## config.mk

```make
export PLATFORM = sky130hd
export DESIGN_NAME = overlay_sdram_arbiter
export DESIGN_NICKNAME = d
export VERILOG_FILES = /design/src/rtl/overlay_sdram_arbiter.sv
export SDC_FILE = /design/constraint.sdc
export NUM_CORES = 1
export LEC_CHECK = 0
export CAP_MARGIN = 25
export CORE_AREA = 4 4 193 195
export DETAILED_ROUTE_END_ITERATION = 6
export DIE_AREA = 0 0 197 199
export PLACE_DENSITY = 0.72
export SYNTH_ARGS = -nofsm -noshare
export SYNTH_HDL_FRONTEND = slang
export SYNTH_SLANG_ARGS = --single-unit
```

## constraint.sdc

```tcl
create_clock -name clk_sys_i -period 6.8 [get_ports clk_sys_i]
set_input_delay 1.36 -clock clk_sys_i [delete_from_list [all_inputs] [get_ports clk_sys_i]]
set_output_delay 1.36 -clock clk_sys_i [all_outputs]
set_load 0.005 [all_outputs]
```

## src/rtl/overlay_sdram_arbiter.sv

```systemverilog
// Purpose: shares SDRAM channel 1 between the overlay download writer and the pixel prefetcher.
// Latency: mem_req issues in the first IDLE cycle with a winner; read data reaches pix_valid 1 cycle after mem_ack.
// Backpressure: wr_busy_o holds off new writes; prefetch stalls while FIFO plus in-flight reads fill FIFO_DEPTH.
module overlay_sdram_arbiter #(
   parameter int ADDR_W     = 24,
   parameter int FIFO_DEPTH = 8,
   parameter int LOW_WATER  = 2,
   parameter int TIMEOUT    = 255
) (
   input  logic              clk_sys_i,
   input  logic              reset_i,
   input  logic              wr_req_i,
   input  logic [ADDR_W-1:0] wr_addr_i,
   input  logic [15:0]       wr_data_i,
   output logic              wr_busy_o,
   input  logic              frame_start_i,
   input  logic [ADDR_W-1:0] rd_base_i,
   input  logic              pix_pop_i,
   output logic              pix_valid_o,
   output logic [15:0]       pix_data_o,
   output logic [7:0]        underrun_cnt_o,
   output logic              err_timeout_o,
   output logic              mem_req_o,
   output logic              mem_rnw_o,
   output logic [ADDR_W-1:0] mem_addr_o,
   output logic [15:0]       mem_din_o,
   input  logic [31:0]       mem_dout_i,
   input  logic              mem_ack_i
);

   localparam int PW = $clog2(FIFO_DEPTH);
   localparam int CW = PW + 1;
   localparam int TW = $clog2(TIMEOUT + 1);

   typedef enum logic [1:0] {S_IDLE, S_WR_WAIT, S_RD_WAIT} state_t;

   state_t            state_q, state_d;
   logic              issue_wr, issue_rd, tmo_hit;
   logic [TW-1:0]     tmo_q;
   logic              pend_q;
   logic [ADDR_W-1:0] wr_addr_q;
   logic [15:0]       wr_data_q;
   logic [ADDR_W-1:0] addr_q;
   logic              rnw_q;
   logic [15:0]       din_q;
   logic [ADDR_W-1:0] rd_ptr_q;
   logic              en_q;
   logic              discard_q;
   logic [31:0]       fifo_mem [FIFO_DEPTH];
   logic [PW-1:0]     widx_q, ridx_q;
   logic [CW-1:0]     count_q;
   logic              half_q;
   logic [7:0]        under_q;
   logic              err_q;

   logic              outstanding, rd_elig, wr_go, rd_go, push, pop;
   logic [CW:0]       level;
   logic [31:0]       head;

   // A read still in flight but marked for discard will never land, so it holds no FIFO slot.
   assign outstanding = (state_q == S_RD_WAIT) && !discard_q;
   assign level       = {1'b0, count_q} + {{CW{1'b0}}, outstanding};
   assign rd_elig     = en_q && (level < (CW+1)'(FIFO_DEPTH));
   // Writes win unless the display is close to starving.
   assign wr_go       = pend_q && (!rd_elig || (count_q >= CW'(LOW_WATER)));
   assign rd_go       = rd_elig && !wr_go;

   assign push = (state_q == S_RD_WAIT) && mem_ack_i && !discard_q && !frame_start_i;
   assign pop  = pix_pop_i && pix_valid_o && half_q && !frame_start_i;

   // Issue-cycle values come straight from registers; afterwards the latched copy holds the bus.
   assign mem_req_o  = issue_wr || issue_rd;
   assign mem_rnw_o  = issue_wr ? 1'b0 : (issue_rd ? 1'b1 : rnw_q);
   assign mem_addr_o = issue_wr ? wr_addr_q : (issue_rd ? rd_ptr_q : addr_q);
   assign mem_din_o  = issue_wr ? wr_data_q : din_q;

   assign wr_busy_o      = pend_q;
   assign head           = fifo_mem[ridx_q];
   assign pix_valid_o    = (count_q != '0);
   assign pix_data_o     = !pix_valid_o ? 16'h0000 : (half_q ? head[31:16] : head[15:0]);
   assign underrun_cnt_o = under_q;
   assign err_timeout_o  = err_q;

   // FSM state register.
   always_ff @(posedge clk_sys_i) begin
      if (reset_i) state_q <= S_IDLE;
      else         state_q <= state_d;
   end

   // FSM next state: arbitration in IDLE, ack or timeout ends a wait.
   always_comb begin
      state_d  = state_q;
      issue_wr = 1'b0;
      issue_rd = 1'b0;
      tmo_hit  = 1'b0;
      case (state_q)
         S_IDLE: begin
            if (wr_go) begin
               state_d  = S_WR_WAIT;
               issue_wr = 1'b1;
            end else if (rd_go) begin
               state_d  = S_RD_WAIT;
               issue_rd = 1'b1;
            end
         end
         S_WR_WAIT, S_RD_WAIT: begin
            if (mem_ack_i) begin
               state_d = S_IDLE;
            end else if (tmo_q == TW'(TIMEOUT - 1)) begin
               state_d = S_IDLE;
               tmo_hit = 1'b1;
            end
         end
         default: state_d = S_IDLE;
      endcase
   end

   // Prefetch storage; contents need no reset because count_q gates validity.
   always_ff @(posedge clk_sys_i) begin
      if (push) fifo_mem[widx_q] <= mem_dout_i;
   end

   // Control and datapath registers.
   always_ff @(posedge clk_sys_i) begin
      if (reset_i) begin
         tmo_q     <= '0;
         pend_q    <= 1'b0;
         wr_addr_q <= '0;
         wr_data_q <= '0;
         addr_q    <= '0;
         rnw_q     <= 1'b1;
         din_q     <= '0;
         rd_ptr_q  <= '0;
         en_q      <= 1'b0;
         discard_q <= 1'b0;
         widx_q    <= '0;
         ridx_q    <= '0;
         count_q   <= '0;
         half_q    <= 1'b0;
         under_q   <= '0;
         err_q     <= 1'b0;
      end else begin
         if (!pend_q && wr_req_i) begin
            pend_q    <= 1'b1;
            wr_addr_q <= wr_addr_i;
            wr_data_q <= wr_data_i;
         end else if ((state_q == S_WR_WAIT) && (mem_ack_i || tmo_hit)) begin
            pend_q <= 1'b0;
         end

         if (mem_req_o) begin
            addr_q <= mem_addr_o;
            rnw_q  <= mem_rnw_o;
            din_q  <= mem_din_o;
            tmo_q  <= '0;
         end else if (state_q != S_IDLE) begin
            tmo_q <= tmo_q + TW'(1);
         end

         if (tmo_hit) err_q <= 1'b1;

         // A timed-out read is not rewound: its pixel pair is simply lost.
         if (frame_start_i) begin
            rd_ptr_q <= rd_base_i & {{(ADDR_W-1){1'b1}}, 1'b0};
            en_q     <= 1'b1;
         end else if (issue_rd) begin
            rd_ptr_q <= rd_ptr_q + ADDR_W'(2);
         end

         // Discard only matters for a read that is still open after this edge.
         if (state_d != S_RD_WAIT) discard_q <= 1'b0;
         else if (frame_start_i)   discard_q <= 1'b1;

         if (frame_start_i) begin
            widx_q  <= '0;
            ridx_q  <= '0;
            count_q <= '0;
            half_q  <= 1'b0;
            under_q <= '0;
         end else begin
            if (push) widx_q <= widx_q + PW'(1);
            if (pop)  ridx_q <= ridx_q + PW'(1);
            count_q <= count_q + {{(CW-1){1'b0}}, push} - {{(CW-1){1'b0}}, pop};
            if (pix_pop_i && pix_valid_o) half_q <= !half_q;
            if (pix_pop_i && !pix_valid_o && (under_q != 8'hFF)) under_q <= under_q + 8'd1;
         end
      end
   end

endmodule

```

==> flow_results.org <==
** Routing
- Dividing the detail-routed via count by the number of cells gives 5.49.
- Once detail routing completed, the nets flagged for antenna violations numbered 0.
- Starting DRC count in detailed routing :: 585
- Dividing the detail-routed wire length by the instance count gives 20.0 microns.
- Routed via count :: 9730
- First-pass iteration count of the detailed router :: 5
- Summed over all layers, the routed wires come to 35400 microns.
- DRC violations left :: 0

** Synthesis
- The synthesized design spends more area on one cell type than any other, namely sky130_fd_sc_hd__edfxtp_1.
- Number of synthesized register bits :: 396
- Most common cell in the netlist :: sky130_fd_sc_hd__edfxtp_1
- Post-Syn Nets :: 1224
- Yosys warnings :: 0
- Mapped Cells :: 1104
- After synthesis, the most frequently instantiated cells are sky130_fd_sc_hd__edfxtp_1 (256), sky130_fd_sc_hd__nand2_1 (155), sky130_fd_sc_hd__dfxtp_1 (140).
- Counting flops with a built-in enable in the synthesized netlist gives 256.
- Mean instance size in the synthesized netlist :: 14.4 sq um
- Of the synthesized area, sequential elements account for 66.0%.
- The cell area that synthesis handed to floorplanning was 15900 sq um.
- In this run, distinct cell masters in the synthesized netlist total 61.
- The share of synthesized area in the top cell type comes to 48.4%.
- For this run, the leading register cell type out of synthesis is sky130_fd_sc_hd__edfxtp_1.
- After synthesis, the cell types taking the most area are sky130_fd_sc_hd__edfxtp_1 (48%), sky130_fd_sc_hd__dfxtp_1 (18%), sky130_fd_sc_hd__mux4_2 (11%).
- Asr flop ratio synth :: 0%

** Global routing
- Global routing consumed, over all layers together, 17.7% of the routing resources.
- The first global-routing pass estimated 54700 microns of wire.
- Antenna violations before repair :: 5
- Number of global-route vias before repair :: 9824
- Remaining global-route overflow :: 0
- Entering global routing, the biggest net connects 86 pins.

** Power and ir drop
- Cell internal power was estimated by the tool at 4080 uW.
- Power spread over the standard cell area amounts to 266 nW/um^2.
- Sequential cells burn 50.6% of the power.
- Summed over all nets, the switching power comes to 1120 uW.
- Of the total power, the clock network draws 43.4%.
- For this design the static power due to leakage is 0.00638 uW.
- Sw Ratio :: 21.5%
- Of the total power, combinational logic draws 6.0%.
- VDD sags by at most 0.217 mV.

** CTS
- Count of instances resized after the clock tree is built :: 0
- TritonCTS built the clock tree.
- The number of hold buffers added after CTS was 0.
- The clock reaches the later pin of the worst-skew pair after 560 ps.
- TritonCTS Buffers :: 42
- Clk slew on worst S/H paths :: 60 ps
- Clock tree buffer depth :: 3
- Maximum level of the CTS H-tree :: 2
- Number of sinks on the clock net :: 396
- Number of setup buffers added after CTS :: 0
- CTS placed an instance of sky130_fd_sc_hd__clkbuf_16 at the clock tree root.

** STA
- Transition at the pin with the smallest max-transition slack :: 1030 ps
- Final critical-path required period :: 5530 ps
- In this run the tightest slew margin relative to its limit is 30.3%.
- Final critical-path share of the clock period :: 81.3%
- Number of failing hold endpoints at the final stage :: 0
- Worst-case clock skew :: 34.5 ps
- Worst hold slack across all endpoints :: 455 ps
- Number of failing setup endpoints in the final timing report :: 0
- Derived from the worst setup path, the maximum achievable clock frequency is 181 MHz.
- Final total negative setup slack :: 0 ps
- Setup slack closes at 1270 ps.
- Unrepaired setup endpoints after global routing :: false
- The total count of max-transition violations in the final report is 0.

** Layout
- From synthesis to final layout, the design area changed by 22.9%.
- Core Util, Final :: 55.2%
- Ratio of cells with drive above 1 in the final layout :: 15.5%
- In the final design database the tool counted 1395 nets.
- After filler insertion, the fill cell instance count of the layout stands at 2819.
- Post-route standard cell area excluding fillers :: 19500 sq um

** Placed design
- After detailed placement, the total cell area comes to 18100 sq um.
- Buffers on Ports :: 169
- Estimated wirelength of the detail-placed design :: 21600 microns
- The congestion estimate from routability-driven global placement came to 0.782.
- Placement-stage worst setup slack :: 1850 ps

** Die
- Io pins :: 171
- Measured along the x axis, the die boundary spans 197 microns.
- Once the floorplan was initialized, standard cells occupied 44.9% of the core.
- Core Footprint :: 35400 sq um
- Die Span Y :: 199 microns
- The floorplan has 69 rows.
- Die area :: 39200 sq um

** Critical path
- STA classifies the critical path startpoint as a register.
- Arrival time at the worst endpoint :: 4170 ps
- STA classifies the critical path endpoint as an output port.
- Worst Path Max Fanout :: 25
- At the worst endpoint, the required time is 5440 ps.
- Worst setup path class :: register to output port

** Flow run
- Across the run, the number of max-cap violations was 0.

** Status
- Result of the run :: finished clean

** Worst hold path
- Worst hold path type :: register to register
-- kinds of logic after synthesis --
kind of cell,after synthesis,synth area share (%)
adders and majority gates,18,1.46
AOI/OAI and AO/OA,148,5.94
buffers and inverters,86,2.36
DFF,396,66.0
xor gates and xnor gates,33,1.82
and+or+nand+nor,323,9.65
muxes,100,12.8
-- layout by cell type (no fill, tap or decap), types with 19 or more instances in the layout --
cell / instances
sky130_fd_sc_hd__edfxtp_1: 256
sky130_fd_sc_hd__nor3_1: 20
sky130_fd_sc_hd__inv_1: 21
sky130_fd_sc_hd__mux4_2: 80
sky130_fd_sc_hd__xnor2_1: 22
sky130_fd_sc_hd__and2_1: 19
sky130_fd_sc_hd__buf_4: 21
sky130_fd_sc_hd__clkbuf_16: 42
sky130_fd_sc_hd__clkdlybuf4s50_1: 168
sky130_fd_sc_hd__nand2_1: 155
sky130_fd_sc_hd__nor2b_1: 20
sky130_fd_sc_hd__a32oi_1: 23
sky130_fd_sc_hd__a21oi_1: 76
sky130_fd_sc_hd__dfxtp_1: 138
sky130_fd_sc_hd__nor2_1: 41
-- path summary, 6_finish.rpt --
kind | start | end | slack, ps | cells past startpoint
setup / recovery | state_q[0] | mem_din_o[7] | 1270 | 7
hold / removal | wr_data_q[8] | wr_data_q[8] | 450 | 2
setup reg to reg | state_q[0] | din_q[3] | 3360 | 7
hold reg to reg | wr_data_q[8] | wr_data_q[8] | 450 | 2
-- sequential cells by signal, indices dropped and copies added (netlist names), named ones only --
name,count
underrun_cnt_o,8
rnw_q,1
wr_data_q,16
half_q,1
din_q,16
discard_q,1
err_timeout_o,1
ridx_q,3
en_q,1
fifo_mem,256
rd_ptr_q,23
wr_busy_o,1
addr_q,24
count_q,4
state_q,2
wr_addr_q,24
widx_q,3
tmo_q,8
-- through the flow --
stage	power, uW	cells
CTS	5240	1765
global route	5380	1769
detailed placement	2990	1690
floorplan	2820	1104
global placement	2980	1687
finish	5200	1771
-- layout make-up --
cell class	instances	area (sq um)	area share, %
Sequential cell	396	10500	53.7
Multi-Input combinational cell	622	5080	26.0
Timing Repair Buffer	192	1910	9.76
Clock buffer	52	1120	5.73
Tap cell	461	577	2.95
Clock inverter	23	260	1.33
Inverter	21	78.8	0.404
Antenna cell	4	10.0	0.0513
-- worst max-delay path, cell delays in order, from the launching register on --
cell and delay (ps):
sky130_fd_sc_hd__dfxtp_1 340, sky130_fd_sc_hd__inv_1 100, sky130_fd_sc_hd__ha_1 440, sky130_fd_sc_hd__nand2_1 650, sky130_fd_sc_hd__a21oi_4 910, sky130_fd_sc_hd__buf_4 350
sky130_fd_sc_hd__mux2_2 370, sky130_fd_sc_hd__clkdlybuf4s50_1 450
-- power by group through the flow --
| stage | clock [uW] | combinational [uW] | sequential (uW) |
|---|---|---|---|
| floorplan | 0 | 152 | 2670 |
| global placement | 0 | 301 | 2680 |
| detailed placement | 0 | 306 | 2680 |
| CTS | 2300 | 309 | 2630 |
| global route | 2410 | 339 | 2630 |
| finish | 2260 | 310 | 2630 |
-- per-layer routing --
layer  wire length (microns)  GRT usage, %  up-vias  share of wire [%]
met5                      27             0        -              0.076
met4                     875          5.68        4                2.5
met3                    2320          3.74       65                6.6
met2                   17500          29.1      304                 49
met1                   14700          23.7     4835                 41
li1                        -             -     4522                  -
No activity file was read; power rests on OpenSTA's default activity.
